## src/rtl/arith_pkg.sv

```systemverilog
// Shared arithmetic constants, result bundle and reference model.
// Used by the adder datapath and by scoreboards checking it.
package arith_pkg;

  localparam int FA_MAX_WIDTH = 64;

  typedef struct packed {
    logic        ovf;
    logic        cout;
    logic [63:0] sum;
  } fa_res_t;

  // Expected {ovf, cout, sum} of a + b + cin at width w (1..64).
  function automatic fa_res_t fa_ref(
    input logic [63:0] a,
    input logic [63:0] b,
    input logic        cin,
    input int          w
  );
    logic [63:0] mask;
    logic [64:0] full;
    fa_res_t     r;
    mask  = (w >= 64) ? '1 : ((64'd1 << w) - 64'd1);
    full  = {1'b0, a & mask} + {1'b0, b & mask} + {64'd0, cin};
    r.sum  = full[63:0] & mask;
    r.cout = full[w];
    r.ovf  = (a[w-1] == b[w-1]) && (r.sum[w-1] != a[w-1]);
    return r;
  endfunction

endpackage

```

## src/rtl/full_adder_cell.sv

```systemverilog
// Combinational single-bit full adder cell.
// Chained carry-to-carry to build a ripple adder.
module full_adder_cell (
  input  logic a,
  input  logic b,
  input  logic cin,
  output logic sum,
  output logic cout
);

  assign sum  = a ^ b ^ cin;
  assign cout = (a & b) | (cin & (a ^ b));

endmodule

```

## src/rtl/full_adder_reg.sv

```systemverilog
// Registered ripple-carry adder: {cout, sum} = a + b + cin.
// One-cycle latency with valid strobe and signed overflow flag.
module full_adder_reg
  import arith_pkg::*;
#(
  parameter int WIDTH = 1
) (
  input  logic             clk,
  input  logic             rst,
  input  logic             in_valid,
  input  logic [WIDTH-1:0] a,
  input  logic [WIDTH-1:0] b,
  input  logic             cin,
  output logic             out_valid,
  output logic [WIDTH-1:0] sum,
  output logic             cout,
  output logic             ovf
);

  if (WIDTH < 1 || WIDTH > FA_MAX_WIDTH) begin : g_bad_width
    $error("full_adder_reg: WIDTH out of range");
  end

  logic [WIDTH:0]   c;
  logic [WIDTH-1:0] s;

  assign c[0] = cin;

  for (genvar i = 0; i < WIDTH; i++) begin : g_cell
    full_adder_cell u_cell (
      .a    (a[i]),
      .b    (b[i]),
      .cin  (c[i]),
      .sum  (s[i]),
      .cout (c[i+1])
    );
  end

  logic [WIDTH-1:0] sum_d, sum_q;
  logic             cout_d, cout_q;
  logic             ovf_d, ovf_q;
  logic             valid_d, valid_q;

  // Capture a new result on in_valid, otherwise hold and drop valid.
  always_comb begin
    sum_d   = sum_q;
    cout_d  = cout_q;
    ovf_d   = ovf_q;
    valid_d = 1'b0;
    if (in_valid) begin
      sum_d   = s;
      cout_d  = c[WIDTH];
      ovf_d   = c[WIDTH-1] ^ c[WIDTH];
      valid_d = 1'b1;
    end
  end

  // Result registers; reset discards any same-cycle result.
  always_ff @(posedge clk) begin
    if (rst) begin
      sum_q   <= '0;
      cout_q  <= 1'b0;
      ovf_q   <= 1'b0;
      valid_q <= 1'b0;
    end else begin
      sum_q   <= sum_d;
      cout_q  <= cout_d;
      ovf_q   <= ovf_d;
      valid_q <= valid_d;
    end
  end

  assign sum       = sum_q;
  assign cout      = cout_q;
  assign ovf       = ovf_q;
  assign out_valid = valid_q;

endmodule

```

## config.mk

```make
export PLATFORM = sky130hd
export DESIGN_NAME = full_adder_reg
export DESIGN_NICKNAME = d
export VERILOG_FILES = /design/src/rtl/arith_pkg.sv /design/src/rtl/full_adder_cell.sv /design/src/rtl/full_adder_reg.sv
export SDC_FILE = /design/constraint.sdc
export NUM_CORES = 1
export LEC_CHECK = 0
export CORE_AREA = 4 4 41 43
export CTS_BUF_LIST = sky130_fd_sc_hd__clkbuf_4
export DETAILED_ROUTE_END_ITERATION = 8
export DIE_AREA = 0 0 45 47
export HOLD_SLACK_MARGIN = 0.1
export PLACE_DENSITY = 0.33
export REMOVE_ABC_BUFFERS = 1
export SLEW_MARGIN = 20
export SYNTH_ARGS = -nofsm -noshare
export SYNTH_HDL_FRONTEND = slang
export SYNTH_HIERARCHICAL = 1
export SYNTH_SLANG_ARGS = --single-unit
```

## constraint.sdc

```tcl
create_clock -name clk -period 1.3 [get_ports clk]
set_input_delay 0.26 -clock clk [delete_from_list [all_inputs] [get_ports clk]]
set_output_delay 0.26 -clock clk [all_outputs]
set_load 0.05 [all_outputs]
```

# Word level (Yosys, flattened, before mapping)
# Cells that the tools add are included.
classes:
  mux: 1
  n_bitwise: 6
ops:
  columns: ["op", "n"]
  rows:
  - ["XOR 1 bit", 3]
  - ["AND 1 bit", 2]
  - ["2-to-1 mux 1 bit", 1]
  - ["bitwise OR 1 bit", 1]
word_totals:
  wordCells: 11
  out_inout_bits: 4
  ff_bits: 4

# Longest topological paths before layout
depth:
  word_depth: 4
  depth_mapped: 3
  ltp_nobuf: 3

# Hierarchy
# Netlist, hierarchy kept.
modules_own_cells:
  columns: ["mod", "instances", "cells_each", "seq_area_each_um2", "area_per_inst_um2"]
  rows:
  - ["full_adder_reg", 1, 12, 80.1, 133.9]
  - ["full_adder_cell", 1, 1, 0.0, 20.0]

# Worst setup path before layout
# Ideal clock, no wire load.
synth_timing:
  kind: "input to register"
  startpoint: "input port a"
  endpoint: "register ovf_q, in the netlist ovf"
  t_arrival_ns: 1.024
  slack_ns: 0.191
  stages: 3
  setup_ns: 0.086
  n_path_buf: 0
  required_time_ns: 1.214
  cell_sequence: "fa_1 > xnor2_1 > a211oi_1"
synth_between:
  elab_chain_cells: 4
  word_cells_on_any_way: 5
  classes_between: "bitwise: 5"
synth_lines:
  columns: ["item", "line", "source"]
  rows:
  - ["from (decl)", "full_adder_reg.sv:11", "input logic [WIDTH-1:0] a,"]
  - ["XOR 1 bit", "full_adder_cell.sv:12", "assign cout = (a & b) | (cin & (a ^ b));"]
  - ["AND 1 bit", "full_adder_cell.sv:12", null]
  - ["bitwise OR 1 bit (*)", "full_adder_cell.sv:12", null]
  - ["XOR 1 bit (*)", "full_adder_reg.sv:53", "ovf_d = c[WIDTH-1] ^ c[WIDTH];"]
  - ["to (signal assigned)", "full_adder_reg.sv:68", "ovf_q <= ovf_d;"]
  - ["to (decl)", "full_adder_reg.sv:41", "logic ovf_d, ovf_q;"]
# Mark *: on every way between the ends. The rest lies on a longest branch, timed or not.
# A chain may end at the register's enable or synchronous reset.

# Final worst setup path
layout_timing:
  startpoint: "input port a"
  endpoint: "register sum_q, in the netlist sum"
layout_between:
  elab_chain_cells: 2
layout_lines:
  columns: ["item", "line", "source"]
  rows:
  - ["XOR 1 bit (2 in a row)", "full_adder_cell.sv:11", "assign sum = a ^ b ^ cin;"]
  - ["net s", "full_adder_reg.sv:25", "logic [WIDTH-1:0] s;"]
  - ["to (signal assigned)", "full_adder_reg.sv:66", "sum_q <= sum_d;"]
  - ["to (decl)", "full_adder_reg.sv:39", "logic [WIDTH-1:0] sum_d, sum_q;"]
# The timed path passes the listed nets, and every way through them passes these cells.

==> results <==
[cell usage after synthesis]
master	number
fa_1	1
nor2b_1	1
dfxtp_1	4
nor2_1	3
xnor2_1	1
a211oi_1	1
mux2i_1	2
[worst register-to-register path, delay by kind of cell, from the launching register on]
family           cells  cell delay, ns
flip-flops           1            0.37
AO/OA/AOI/OAI        1            0.19
AND/OR/NAND/NOR      1            0.05
[layout make-up]
| type | instances | area (µm²) |
|---|---|---|
| Clock buffer | 3 | 22.5 |
| Fill cell | 146 | 965 |
| Multi-Input combinational cell | 9 | 76.3 |
| Sequential cell | 4 | 80.1 |
| Tap cell | 15 | 18.8 |
| Timing Repair Buffer | 10 | 139 |
[sequential cells by signal, indices dropped and copies added, names as in the netlist]
name,flops
cout,1
out_valid,1
sum,1
ovf,1
[power groups by stage]
stage	Combinational (µW)	Clock (µW)	Sequential [µW]
after floorplan	18.5	0	171
after detailed placement	115	0	144
after global routing	119	174	144
after CTS	115	161	143
final	112	152	142
after global placement	115	0	144
[per-layer routing]
metal / share of wire, % / track usage (%) / up-vias
met5: 0 / 0 / -
met4: 0 / 1.75 / 0
met3: 11 / 5.75 / 0
met2: 49 / 6.50 / 9
met1: 39 / 4.10 / 62
li1: - / - / 72
[logic make-up (layout without fill, tap and decap cells)]
logic type | count (synthesis) | after routing
xor+xnor | 1 | 1
simple gates | 4 | 4
fa+ha+maj | 1 | 1
flops | 4 | 4
mux | 2 | 2
compound gates | 1 | 1
buf+inv | 0 | 13
[metrics by stage]
step	cell area [µm²]	TNS, ns	cells	power (µW)
floorplan	154	0	13	190
global placement	310	-0.646	38	259
detailed placement	310	-0.720	38	259
CTS	334	0	41	419
global route	337	0	41	436
finish	337	0	41	407
[final timing paths]
path	start	to	slack [ns]	cells past startpoint
max	a	sum$_SDFFE_PP0P_	0.05	4
min	cin	ovf$_SDFFE_PP0P_	0.51	4
max reg2reg	ovf$_SDFFE_PP0P_	ovf$_SDFFE_PP0P_	0.61	2
min reg2reg	ovf$_SDFFE_PP0P_	ovf$_SDFFE_PP0P_	0.52	2
[timing repair]
item                       CTS  global route
gates resized for setup      2             1
pin swaps                    1             1
setup endpoints to repair    1             2
cloned                       0             0
hold endpoints to repair     0             0
==> impl_metrics.json <==
{
  "initial_core_util_pct": 11.8,
  "syn_inst": 13,
  "ant_nets": 0,
  "crit_path_end_kind": "flip-flop",
  "rsz0062_at_grt": "no",
  "pre_cts_ws_ns": -0.318,
  "worst-path-buf-inv": 1,
  "clk_latency_ns": 0.23,
  "io_buffers": 9,
  "cp.required_ns": 1.42,
  "power_density_nw_per_um2": 1210,
  "seq_power_share_pct": 35.0,
  "synth_top_family_by_area": "adder cells",
  "synth.area.mux_share_pct": 13.0,
  "report.final.slew_viol_count": 0,
  "synth_xor_area_share_pct": 5.69,
  "cts.clk_slew.worst_paths_ns": 0.04,
  "cts.sinks": 4,
  "synth_area_um2": 154,
  "synth.avg_cell_area_um2": 11.8,
  "yosysSeqAreaShare_pct": 52.0,
  "cp_top_family": "buffers and inverters",
  "start_kind": "input port",
  "finClkSkew_ns": 0,
  "yosysWarnings": 6,
  "worstPathCellList": "clkdlybuf4s50_1, fa_2, mux2i_1, nor2_1",
  "firstDrtPassIters": 2,
  "setup_ws_ns": 0.0511,
  "fin_crit_sh_pct": 96.1,
  "synth_simple_gate_area_share_pct": 11.4,
  "finalWirelength_um": 383,
  "grt.overflow.total": 0,
  "path_class": "in -> reg",
  "num-nets-final": 35,
  "rows": 13,
  "utilization_pct": 25.9,
  "hold_ws_ns": 0.511,
  "grt_antenna_before_repair": 0,
  "grt_pass1_wl_um": 627,
  "tightest_slew_ns": 0.199,
  "slowest_delay_ns": 0.48,
  "arrival_ns": 1.37,
  "detail_route.iter0.violations": 2,
  "yosysTopAreaCellShare_pct": 52.0,
  "cts_hold_buf": 0,
  "cp_slowest_cell": "clkdlybuf4s50_1",
  "tritoncts": "built",
  "power_leakage_uw": 0.000146,
  "switching_share_pct": 27.2,
  "area.growth.synth_to_final_pct": 119,
  "worstPathMaxFanout": 1,
  "yosysUniqueCellTypes": 7,
  "maxCapViolCount": 0,
  "setup_viol_count_final": 0,
  "p_sw_uw": 111,
  "vias_per_cell": 3.49,
  "clock-root-buffer": "clkbuf_4",
  "io_pins": 10,
  "drc": 0,
  "post_cts_buffers": 0,
  "yosysTopAreaCell": "dfxtp_1",
  "cts_htree_levels": 1,
  "die_area_um2": 2120,
  "clockPowerShare_pct": 37.4,
  "grt_max_degree": 6,
  "synthAdderAreaFrac_pct": 13.0,
  "wl_per_cell_um": 9.34,
  "die_w_um": 45,
  "die_y_um": 47,
  "vias": 143,
  "yosys-top-cells-area": "dfxtp_1 (52%), fa_1 (13%), mux2i_1 (13%)",
  "drive_gt1_share_pct": 34.6,
  "final_cell_mix": "dfxtp_1 (4), buf_12 (4), nor2_1 (3), clkbuf_4 (3), clkdlybuf4s50_1 (3)",
  "combPwrFrac_pct": 27.6,
  "outcome": "finished, final reports clean",
  "layout_min_cycle_time_ns": 1.25,
  "cts_buffers": 3,
  "place_hpwl_um": 337,
  "slew_headroom_pct": 86.7,
  "synth_seq_cells": 4,
  "core_area_um2": 1300,
  "cts_buffer_depth": 2,
  "vdd_drop_max_mv": 0.738,
  "internal_power_uw": 296,
  "synth_compound_area_share_pct": 4.88,
  "antenna_cells": 0,
  "fmax_mhz": 801,
  "grt_pass1_vias": 168,
  "hold_path.class": "in -> reg",
  "gp_congestion": 0.616,
  "track_usage_pct": 4.66,
  "hold_violations": 0
}
Power figures use the tool's default switching activity.
